## config.mk

```make
export PLATFORM = sky130hd
export DESIGN_NAME = scroll_addr_gen
export DESIGN_NICKNAME = d
export VERILOG_FILES = /design/src/rtl/scroll_pkg.sv /design/src/rtl/wrap_counter.sv /design/src/rtl/scroll_addr_gen.sv
export SDC_FILE = /design/constraint.sdc
export NUM_CORES = 1
export LEC_CHECK = 0
export CAP_MARGIN = 30
export CORE_MARGIN = 2
export CORE_UTILIZATION = 35
export DETAILED_ROUTE_END_ITERATION = 12
export MAX_ROUTING_LAYER = met4
export SYNTH_ARGS = -nofsm -noshare
export SYNTH_HDL_FRONTEND = slang
export SYNTH_HIERARCHICAL = 1
export SYNTH_SLANG_ARGS = --single-unit
```

## constraint.sdc

```tcl
create_clock -name clk -period 12.9 [get_ports clk]
set_input_delay 1.935 -clock clk [delete_from_list [all_inputs] [get_ports clk]]
set_output_delay 1.935 -clock clk [all_outputs]
set_load 0.02 [all_outputs]
```

## src/rtl/scroll_pkg.sv

```systemverilog
// -----------------------------------------------------------------------------
// scroll_pkg
// Shared definitions for the scrolling frame-buffer address generator:
//   - dir_e        : scroll direction encodings (up/down/left/right)
//   - IMG_W_DEF    : default image width  (320)
//   - IMG_H_DEF    : default image height (240)
//   - clog2()      : ceiling log2, never below 1, used to size offsets/counters
// -----------------------------------------------------------------------------
package scroll_pkg;

  typedef enum logic [1:0] {
    DIR_UP    = 2'd0,
    DIR_DOWN  = 2'd1,
    DIR_LEFT  = 2'd2,
    DIR_RIGHT = 2'd3
  } dir_e;

  localparam int IMG_W_DEF = 320;
  localparam int IMG_H_DEF = 240;

  // Minimum of 1 so that a modulo-1 counter still has a legal vector width.
  function automatic int clog2(input int n);
    int r;
    int v;
    r = 0;
    v = n - 1;
    while (v > 0) begin
      r = r + 1;
      v = v >>> 1;
    end
    if (r < 1) begin
      r = 1;
    end else begin
      r = r;
    end
    return r;
  endfunction

endpackage

```

## src/rtl/wrap_counter.sv

```systemverilog
// -----------------------------------------------------------------------------
// wrap_counter
// Up/down modulo-N counter with hold. One instance per scroll axis.
// Ports:
//   clk  in  1  clock
//   rst  in  1  asynchronous, active-high reset (count -> 0)
//   inc  in  1  count up, N-1 wraps to 0 (takes priority over dec)
//   dec  in  1  count down, 0 wraps to N-1
//   cnt  out W  current count (registered)
// -----------------------------------------------------------------------------
module wrap_counter #(
  parameter int N = 320,
  parameter int W = 9
) (
  input  logic         clk,
  input  logic         rst,
  input  logic         inc,
  input  logic         dec,
  output logic [W-1:0] cnt
);

  logic [W-1:0] cnt_q;
  logic [W-1:0] cnt_d;

  // Next count: increment/decrement with wrap at the modulus, else hold.
  always_comb begin
    cnt_d = cnt_q;
    if (inc) begin
      if (cnt_q == W'(N - 1)) begin
        cnt_d = {W{1'b0}};
      end else begin
        cnt_d = cnt_q + W'(1);
      end
    end else if (dec) begin
      if (cnt_q == {W{1'b0}}) begin
        cnt_d = W'(N - 1);
      end else begin
        cnt_d = cnt_q - W'(1);
      end
    end else begin
      cnt_d = cnt_q;
    end
  end

  // Count register.
  always_ff @(posedge clk or posedge rst) begin
    if (rst) begin
      cnt_q <= {W{1'b0}};
    end else begin
      cnt_q <= cnt_d;
    end
  end

  assign cnt = cnt_q;

endmodule

```

## src/rtl/scroll_addr_gen.sv

```systemverilog
// -----------------------------------------------------------------------------
// scroll_addr_gen
// Maps VGA timing counters onto a down-scaled IMG_W x IMG_H frame buffer with
// two-axis wrap-around scrolling. One registered cycle of address latency.
// Optional feature macro: SCROLL_MIRROR_EN (adds 'mirror' input, horizontal flip).
// Ports:
//   clk        in  1       pixel/system clock
//   rst        in  1       asynchronous, active-high reset
//   en         in  1       scroll enable; 0 freezes offsets and prescaler
//   tick       in  1       one-cycle scroll strobe
//   dir        in  2       0 up, 1 down, 2 left, 3 right
//   h_cnt      in  10      horizontal pixel counter
//   v_cnt      in  10      vertical pixel counter
//   mirror     in  1       (SCROLL_MIRROR_EN only) horizontal flip
//   pixel_addr out ADDR_W  registered memory address
//   in_img     out 1       registered; scaled coordinate lies inside image
//   x_off      out clog2(IMG_W)  horizontal offset
//   y_off      out clog2(IMG_H)  vertical offset
// -----------------------------------------------------------------------------
module scroll_addr_gen
  import scroll_pkg::*;
#(
  parameter int IMG_W       = IMG_W_DEF,
  parameter int IMG_H       = IMG_H_DEF,
  parameter int SCALE_SHIFT = 1,
  parameter int ADDR_W      = 17,
  parameter int STEP_DIV    = 1
) (
  input  logic                      clk,
  input  logic                      rst,
  input  logic                      en,
  input  logic                      tick,
  input  logic [1:0]                dir,
  input  logic [9:0]                h_cnt,
  input  logic [9:0]                v_cnt,
`ifdef SCROLL_MIRROR_EN
  input  logic                      mirror,
`endif
  output logic [ADDR_W-1:0]         pixel_addr,
  output logic                      in_img,
  output logic [clog2(IMG_W)-1:0]   x_off,
  output logic [clog2(IMG_H)-1:0]   y_off
);

  localparam int XW = clog2(IMG_W);
  localparam int YW = clog2(IMG_H);
  localparam int PW = clog2(STEP_DIV);

  logic [PW-1:0]     pre_q;
  logic [PW-1:0]     pre_d;
  logic              step;
  logic              x_inc;
  logic              x_dec;
  logic              y_inc;
  logic              y_dec;

  logic [9:0]        sx;
  logic [9:0]        sy;
  logic              in_img_n;
  logic [XW:0]       col_sum;
  logic [YW:0]       row_sum;
  logic [XW-1:0]     col;
  logic [YW-1:0]     row;
  logic [ADDR_W-1:0] pixel_addr_d;
  logic [ADDR_W-1:0] pixel_addr_q;
  logic              in_img_q;

  // Prescaler: advances only on enabled ticks; the wrap cycle issues a step.
  always_comb begin
    pre_d = pre_q;
    step  = 1'b0;
    if (tick && en) begin
      if (pre_q == PW'(STEP_DIV - 1)) begin
        pre_d = {PW{1'b0}};
        step  = 1'b1;
      end else begin
        pre_d = pre_q + PW'(1);
        step  = 1'b0;
      end
    end else begin
      pre_d = pre_q;
      step  = 1'b0;
    end
  end

  // Prescaler register.
  always_ff @(posedge clk or posedge rst) begin
    if (rst) begin
      pre_q <= {PW{1'b0}};
    end else begin
      pre_q <= pre_d;
    end
  end

  // Direction decode. Left scroll moves the window right in memory, so x grows.
  always_comb begin
    x_inc = 1'b0;
    x_dec = 1'b0;
    y_inc = 1'b0;
    y_dec = 1'b0;
    if (step) begin
      case (dir)
        DIR_UP:    y_dec = 1'b1;
        DIR_DOWN:  y_inc = 1'b1;
        DIR_LEFT:  x_inc = 1'b1;
        DIR_RIGHT: x_dec = 1'b1;
        default: begin
          x_inc = 1'b0;
          y_inc = 1'b0;
        end
      endcase
    end else begin
      x_inc = 1'b0;
    end
  end

  wrap_counter #(.N(IMG_W), .W(XW)) u_x_cnt (
    .clk (clk),
    .rst (rst),
    .inc (x_inc),
    .dec (x_dec),
    .cnt (x_off)
  );

  wrap_counter #(.N(IMG_H), .W(YW)) u_y_cnt (
    .clk (clk),
    .rst (rst),
    .inc (y_inc),
    .dec (y_dec),
    .cnt (y_off)
  );

  // Address path. Both addends are below the modulus when in_img_n is set,
  // so one conditional subtract completes the wrap; outside the image the
  // column/row values are don't-care because the address is forced to 0.
  always_comb begin
    sx       = h_cnt >> SCALE_SHIFT;
    sy       = v_cnt >> SCALE_SHIFT;
    in_img_n = (32'(sx) < 32'(IMG_W)) && (32'(sy) < 32'(IMG_H));
    col_sum  = (XW+1)'(sx) + (XW+1)'(x_off);
    row_sum  = (YW+1)'(sy) + (YW+1)'(y_off);
    if (col_sum >= (XW+1)'(IMG_W)) begin
      col_sum = col_sum - (XW+1)'(IMG_W);
    end else begin
      col_sum = col_sum;
    end
    if (row_sum >= (YW+1)'(IMG_H)) begin
      row_sum = row_sum - (YW+1)'(IMG_H);
    end else begin
      row_sum = row_sum;
    end
    col = col_sum[XW-1:0];
    row = row_sum[YW-1:0];
`ifdef SCROLL_MIRROR_EN
    if (mirror) begin
      col = XW'(IMG_W - 1) - col;
    end else begin
      col = col;
    end
`endif
    if (in_img_n) begin
      pixel_addr_d = ADDR_W'(row) * ADDR_W'(IMG_W) + ADDR_W'(col);
    end else begin
      pixel_addr_d = {ADDR_W{1'b0}};
    end
  end

  // Output registers.
  always_ff @(posedge clk or posedge rst) begin
    if (rst) begin
      pixel_addr_q <= {ADDR_W{1'b0}};
      in_img_q     <= 1'b0;
    end else begin
      pixel_addr_q <= pixel_addr_d;
      in_img_q     <= in_img_n;
    end
  end

  assign pixel_addr = pixel_addr_q;
  assign in_img     = in_img_q;

endmodule

```

After elaboration in Yosys (flattened, before gate mapping)
Cells that the tools add are included.
{"block": "totals", "elab_cells": 54, "out_inout_bits": 35, "regBits": 36}
{"block": "op_classes", "reduce_logical": 7, "multipliers": 1, "add_sub_neg": 10, "n_eq_ne": 5, "n_mux": 22, "magnitude_cmp": 4}
{"cell": "$mux W9", "count": 5}
{"cell": "$mux W8", "count": 5}
{"cell": "$add A17 B9 Y17", "count": 1}
{"cell": "$mux W17", "count": 1}
{"cell": "$mul A8 B3 Y11 const B", "count": 1}
{"cell": "$mux W1", "count": 11}
{"cell": "$add A9 B9 Y10", "count": 1}
{"cell": "$ge A10 B9 Y1 const B", "count": 1}
{"cell": "$add A9 B1 Y9 const B", "count": 1}
{"cell": "$add A9 B8 Y9", "count": 1}
{"cell": "$eq A9 B9 Y1 const B", "count": 1}
{"cell": "$ge A9 B8 Y1 const B", "count": 1}
{"cell": "$logic_not A9 Y1", "count": 1}
{"cell": "$lt A9 B8 Y1 const B", "count": 1}
{"cell": "$lt A9 B9 Y1 const B", "count": 1}
{"cell": "$sub A9 B1 Y9 const B", "count": 1}
{"cell": "$sub A9 B9 Y9 const B", "count": 1}
{"cell": "$add A8 B1 Y8 const B", "count": 1}
{"cell": "$eq A8 B8 Y1 const B", "count": 1}
{"cell": "$logic_not A8 Y1", "count": 1}
{"cell": "$sub A8 B1 Y8 const B", "count": 1}
{"cell": "$sub A8 B8 Y8 const B", "count": 1}
{"cell": "$eq A2 B2 Y1 const B", "count": 2}
{"cell": "$reduce_bool A2 Y1", "count": 2}
{"cell": "other kinds (4)", "count": 5}

Longest topological paths before layout
{"block": "depth", "word_depth": 6, "mapped_depth": 20, "ltp_nobuf": 20}

By module
Netlist, hierarchy kept.
{"mod": "scroll_addr_gen", "seq_area_each_um2": 450.4, "instances": 1, "area_per_inst_um2": 2018.2, "cells_each": 218}
{"mod": "wrap_counter at u_x_cnt", "seq_area_each_um2": 225.2, "instances": 1, "area_per_inst_um2": 726.9, "cells_each": 82}
{"mod": "wrap_counter at u_y_cnt", "seq_area_each_um2": 200.2, "instances": 1, "area_per_inst_um2": 719.4, "cells_each": 88}

Least setup slack after synthesis
No wires, ideal clock.
{"block": "synth_path", "path_kind": "input to register", "start": "in v_cnt[1]", "end": "reg pixel_addr_q[15], in the netlist pixel_addr[15]", "arrival_ns": 6.199, "stages": 20, "required_ns": 12.768, "setup_slack_ns": 6.569, "path_cell_list": "ha_1 -> fa_1 -> a211oi_4 -> nor2_1 -> xor2_1 -> ha_1 -> nand2_1 -> or3_1 -> a21o_1 -> a21o_1 -> o2bb2ai_1 -> ha_1 -> ha_1 -> or2_1 -> and3_1 -> nor4b_1 -> nand3b_1 -> xor2_1 -> xnor2_1 -> nor2_1"}
{"block": "synth_between", "elab_chain_cells": 6}
{"element": "start, declared", "line_no": "scroll_addr_gen.sv:35", "source": "input logic [9:0] v_cnt,"}
{"element": "$add A9 B8 Y9", "line_no": "scroll_addr_gen.sv:141", "source": "row_sum = (YW+1)'(sy) + (YW+1)'(y_off);"}
{"element": "$sub A8 B8 Y8 or $ge A9 B8 Y1 (tied branches)", "line_no": "scroll_addr_gen.sv:148, scroll_addr_gen.sv:147"}
{"element": "$mux W8", "line_no": "scroll_addr_gen.sv:147", "source": "if (row_sum >= (YW+1)'(IMG_H)) begin"}
{"element": "$mul A8 B3 Y11", "line_no": "scroll_addr_gen.sv:162", "source": "pixel_addr_d = ADDR_W'(row) * ADDR_W'(IMG_W) + ADDR_W'(col);"}
{"element": "$add A17 B9 Y17", "line_no": "scroll_addr_gen.sv:162"}
{"element": "$mux W17 (*)", "line_no": "scroll_addr_gen.sv:161", "source": "if (in_img_n) begin"}
{"element": "via pixel_addr_d[15]", "line_no": "scroll_addr_gen.sv:64", "source": "logic [ADDR_W-1:0] pixel_addr_d;"}
{"element": "end signal, assigned", "line_no": "scroll_addr_gen.sv:171", "source": "pixel_addr_q <= {ADDR_W{1'b0}};"}
{"element": "end signal, assigned", "line_no": "scroll_addr_gen.sv:174", "source": "pixel_addr_q <= pixel_addr_d;"}
{"element": "end, declared", "line_no": "scroll_addr_gen.sv:65", "source": "logic [ADDR_W-1:0] pixel_addr_q;"}
The timed path passes the listed nets; every way through them passes the cells marked *.
A chain may end at the register's enable or synchronous reset.

Worst setup path in the final report
Ends and elaborated chain as after synthesis.

==> metrics.log <==
INFO  metric synth_top_area_share = between 20 and 30%
INFO  metric synthCells = a little under 400
INFO  metric first_global_vias = just under 3000
INFO  metric row_count = 36
INFO  metric core = between 9000 and 10000 um2
INFO  metric synth_warnings = 6
INFO  metric place_area = 4140 um2
INFO  metric syn_area = 3460 um2
INFO  metric dr.first_iter.drc_count = 109
INFO  metric syn_to_final_growth = 22.5%
INFO  metric hp-class = reg2reg
INFO  metric pin_count_of_the_biggest_net_entering_global_routing = 19
INFO  metric root_driver = clkbuf_8
INFO  metric final_nets = 510
INFO  metric global_route_wire_length_before_repair = 13.4 mm
INFO  metric postRouteWirelength = 8.09 mm
INFO  metric period_minus_slack = 6.96 ns
INFO  metric postRouteAntennaNets = 0
INFO  metric end_kind = flip-flop
INFO  metric numPortBuffers = 58
INFO  metric timing.max_cap.violations = 0
INFO  metric cts.path.max_buffers = 2
INFO  metric finalCoreUtilization = 43.8%
INFO  metric vias_per_cell = 5.40
INFO  metric timing_worst_setup_path_type = in2reg
INFO  metric die_height = 103 um
INFO  metric cp.arrival = 7.12 ns
INFO  metric number_of_antenna_violations_at_the_first_check_in_global_routing = 0
INFO  metric starting_density = ~36%
INFO  metric die_w = approximately 100 um
INFO  metric timing_max_transition_violations_final = 0
INFO  metric clock_tree_skew_after_final_layout = 0.00911 ns
INFO  metric ys_ff_latch = 35
INFO  metric cts.htree.levels = 2
INFO  metric grt.total_usage = between 10% and 20%
INFO  metric top_count_cell_post_synth = ha_1
INFO  metric synth-seq-area-share = 25.3%
INFO  metric grt_setup_unrepaired = no
INFO  metric worst_hold_start = u_x_cnt/cnt[4]$_DFFE_PP0P_
INFO  metric synth_top_flop_cell = dfrtp_1
INFO  metric dp_hpwl = 6.36 mm
INFO  metric run_status = complete, no violations
INFO  metric yosys-top-cells-area = dfrtp_1, ha_1, xor2_1, a21o_1, xnor2_1
INFO  metric num_io_pins = 61
INFO  metric vias = 3099
INFO  metric worstSetupStartpointType = primary input
INFO  metric critPathMaxFanout = 5
INFO  metric post_cts_repair_timing_setup_buffer_count = 0
INFO  metric finalHoldWorstSlack = 0.655 ns
INFO  metric worstPathBufferInverterCount = 1
INFO  metric dieArea = roughly 11000 um2
INFO  metric insertion_delay = 0.28 ns
INFO  metric postSynthNetCount = 458
INFO  metric cts-buffers-inserted = 5
INFO  metric timing_worst_slew_pin_value = 0.984 ns
INFO  metric synth-edff-count = 0
INFO  metric crit_path_cell_trace = clkdlybuf4s50_1 > ha_1 > fa_1 > a211oi_4 > nor2_1 > xor2_1 > ha_1 > nand2_1 > or3_1 > a21o_1 > a21o_1 > o2bb2ai_1 > ha_1 > ha_1 > or2_1 > a311oi_1 > o221ai_1 > nand3b_1 > xor2_1 > xnor2_1 > nor2_1
INFO  metric count_of_unique_library_cells_instantiated_by_yosys = 72
INFO  metric cts_resized = 0
INFO  metric tritoncts = done
INFO  metric drcViolationCount = 0
INFO  metric numClockSinks = 35
INFO  metric cts_hold_repair.buffers = 0
INFO  metric synth_area_leader_cell = dfrtp_1
INFO  metric max_clock_freq = 0.144 GHz
INFO  metric post-route-period-util = 53.9%
INFO  metric critical_path_required = 13.06 ns
INFO  metric clk_pin_slew = ~0.070 ns
INFO  metric synth-async-reset-ratio = 100%
INFO  metric synthesis.area_per_instance = 8.93 um2
INFO  metric synth_common_cells = ha_1, dfrtp_1, nor2_1
INFO  metric grt_overflow_total = 0
INFO  metric layout-drive-gt1-share = 6.80%
INFO  metric antenna_cells_inserted = 0
INFO  metric cpMaxStageDelayCell = fa_1
INFO  metric setup_violations = 0
INFO  metric setup.worst_path.start = v_cnt[1]
INFO  metric avgRoutedWirePerCell = 14.1 um
INFO  metric worst_r2r_startpoint = u_y_cnt/cnt[0]$_DFFE_PP0P_
INFO  metric timing.final.hold_violations = 0
INFO  metric postLayoutCellArea = 4240 um2
INFO  metric gp_congestion = 0.855
INFO  metric worst_slew_margin_rel = 33.9%
INFO  metric worst_path_largest_cell_delay = 0.45 ns
INFO  metric cpMostUsedCell = ha_1
INFO  metric path_delay_family = adder cells
INFO  metric setup_total_negative_slack = 0 ns
INFO  metric drt_pass1_iterations = 5
## through the flow
stage	worst slack [ns]	std cells
after floorplan	6.57	388
after global placement	5.68	566
after detailed placement	5.64	566
after CTS	5.93	574
after global routing	5.55	574
final	5.94	574
## registers in the layout, summed over array words and instances (netlist names)
register	cells
in_img	1
pixel_addr	17
u_x_cnt/cnt	9
u_y_cnt/cnt	8
## path summary, 6_finish.rpt
check,endpoint,slack (ns),cells after the start
setup / recovery,pixel_addr[15]$_DFF_PP0_,5.94,21
hold / removal,u_x_cnt/cnt[4]$_DFFE_PP0P_,0.65,1
setup reg to reg,pixel_addr[15]$_DFF_PP0_,7.45,20
hold reg to reg,u_x_cnt/cnt[4]$_DFFE_PP0P_,0.65,1
max in group asynchronous,pixel_addr[15]$_DFF_PP0_,10.31,2
min in group asynchronous,u_y_cnt/cnt[4]$_DFFE_PP0P_,2.04,2
## final cells by class
cell class                      instances  area, um2
Clock buffer                            8        100
Fill cell                             953       5440
Inverter                               20       75.1
Multi-Input combinational cell        319       2440
Sequential cell                        35        876
Tap cell                              133        166
Timing Repair Buffer                   59        588
## worst reg2reg max path, cell delays in order, from the launching register on
cell and delay [ns]:
dfrtp_1 0.53, ha_1 0.30, fa_1 0.45, a211oi_4 0.31, nor2_1 0.10, xor2_1 0.32
ha_1 0.27, nand2_1 0.05, or3_1 0.33, a21o_1 0.22, a21o_1 0.18, o2bb2ai_1 0.15
ha_1 0.29, ha_1 0.33, or2_1 0.25, a311oi_1 0.36, o221ai_1 0.27, nand3b_1 0.25
xor2_1 0.19, xnor2_1 0.13, nor2_1 0.05
## metal layers
layer	part of all wire, %	GRT usage (%)	wire, um	up-vias
met5	0	-	0	-
met4	0.61	2.63	49	0
met3	3.5	2.28	284	4
met2	48	26.9	3900	62
met1	48	20.7	3850	1477
li1	-	-	-	1556
## cells in the final DEF, fill, tap and decap left out, types with 6 or more instances in the layout
cell type	count
ha_1	40
a21o_1	15
inv_1	19
o211ai_1	6
xnor2_1	12
nand2_1	23
nor3_1	12
dfrtp_1	35
a211oi_1	7
clkdlybuf4s50_1	58
xor2_1	14
nor2_1	27
nand3_1	18
a21oi_1	13
a31oi_1	6
o21ai_0	16
and2_1	6
nand4_1	7
clkbuf_8	7
## kinds of logic (layout without fill, tap and decap cells)
family / Yosys count / after routing / share of synthesized area [%]
flops: 35 / 35 / 25.3
xor+xnor: 27 / 27 / 7.04
simple gates: 138 / 138 / 22.7
buf+inv: 34 / 87 / 4.37
compound gates: 107 / 107 / 22.5
mux: 3 / 3 / 1.34
fa+ha+maj: 44 / 44 / 16.8
Power is not shown: default switching activity piles up to over one toggle a cycle in this logic, so the estimate is an artifact.
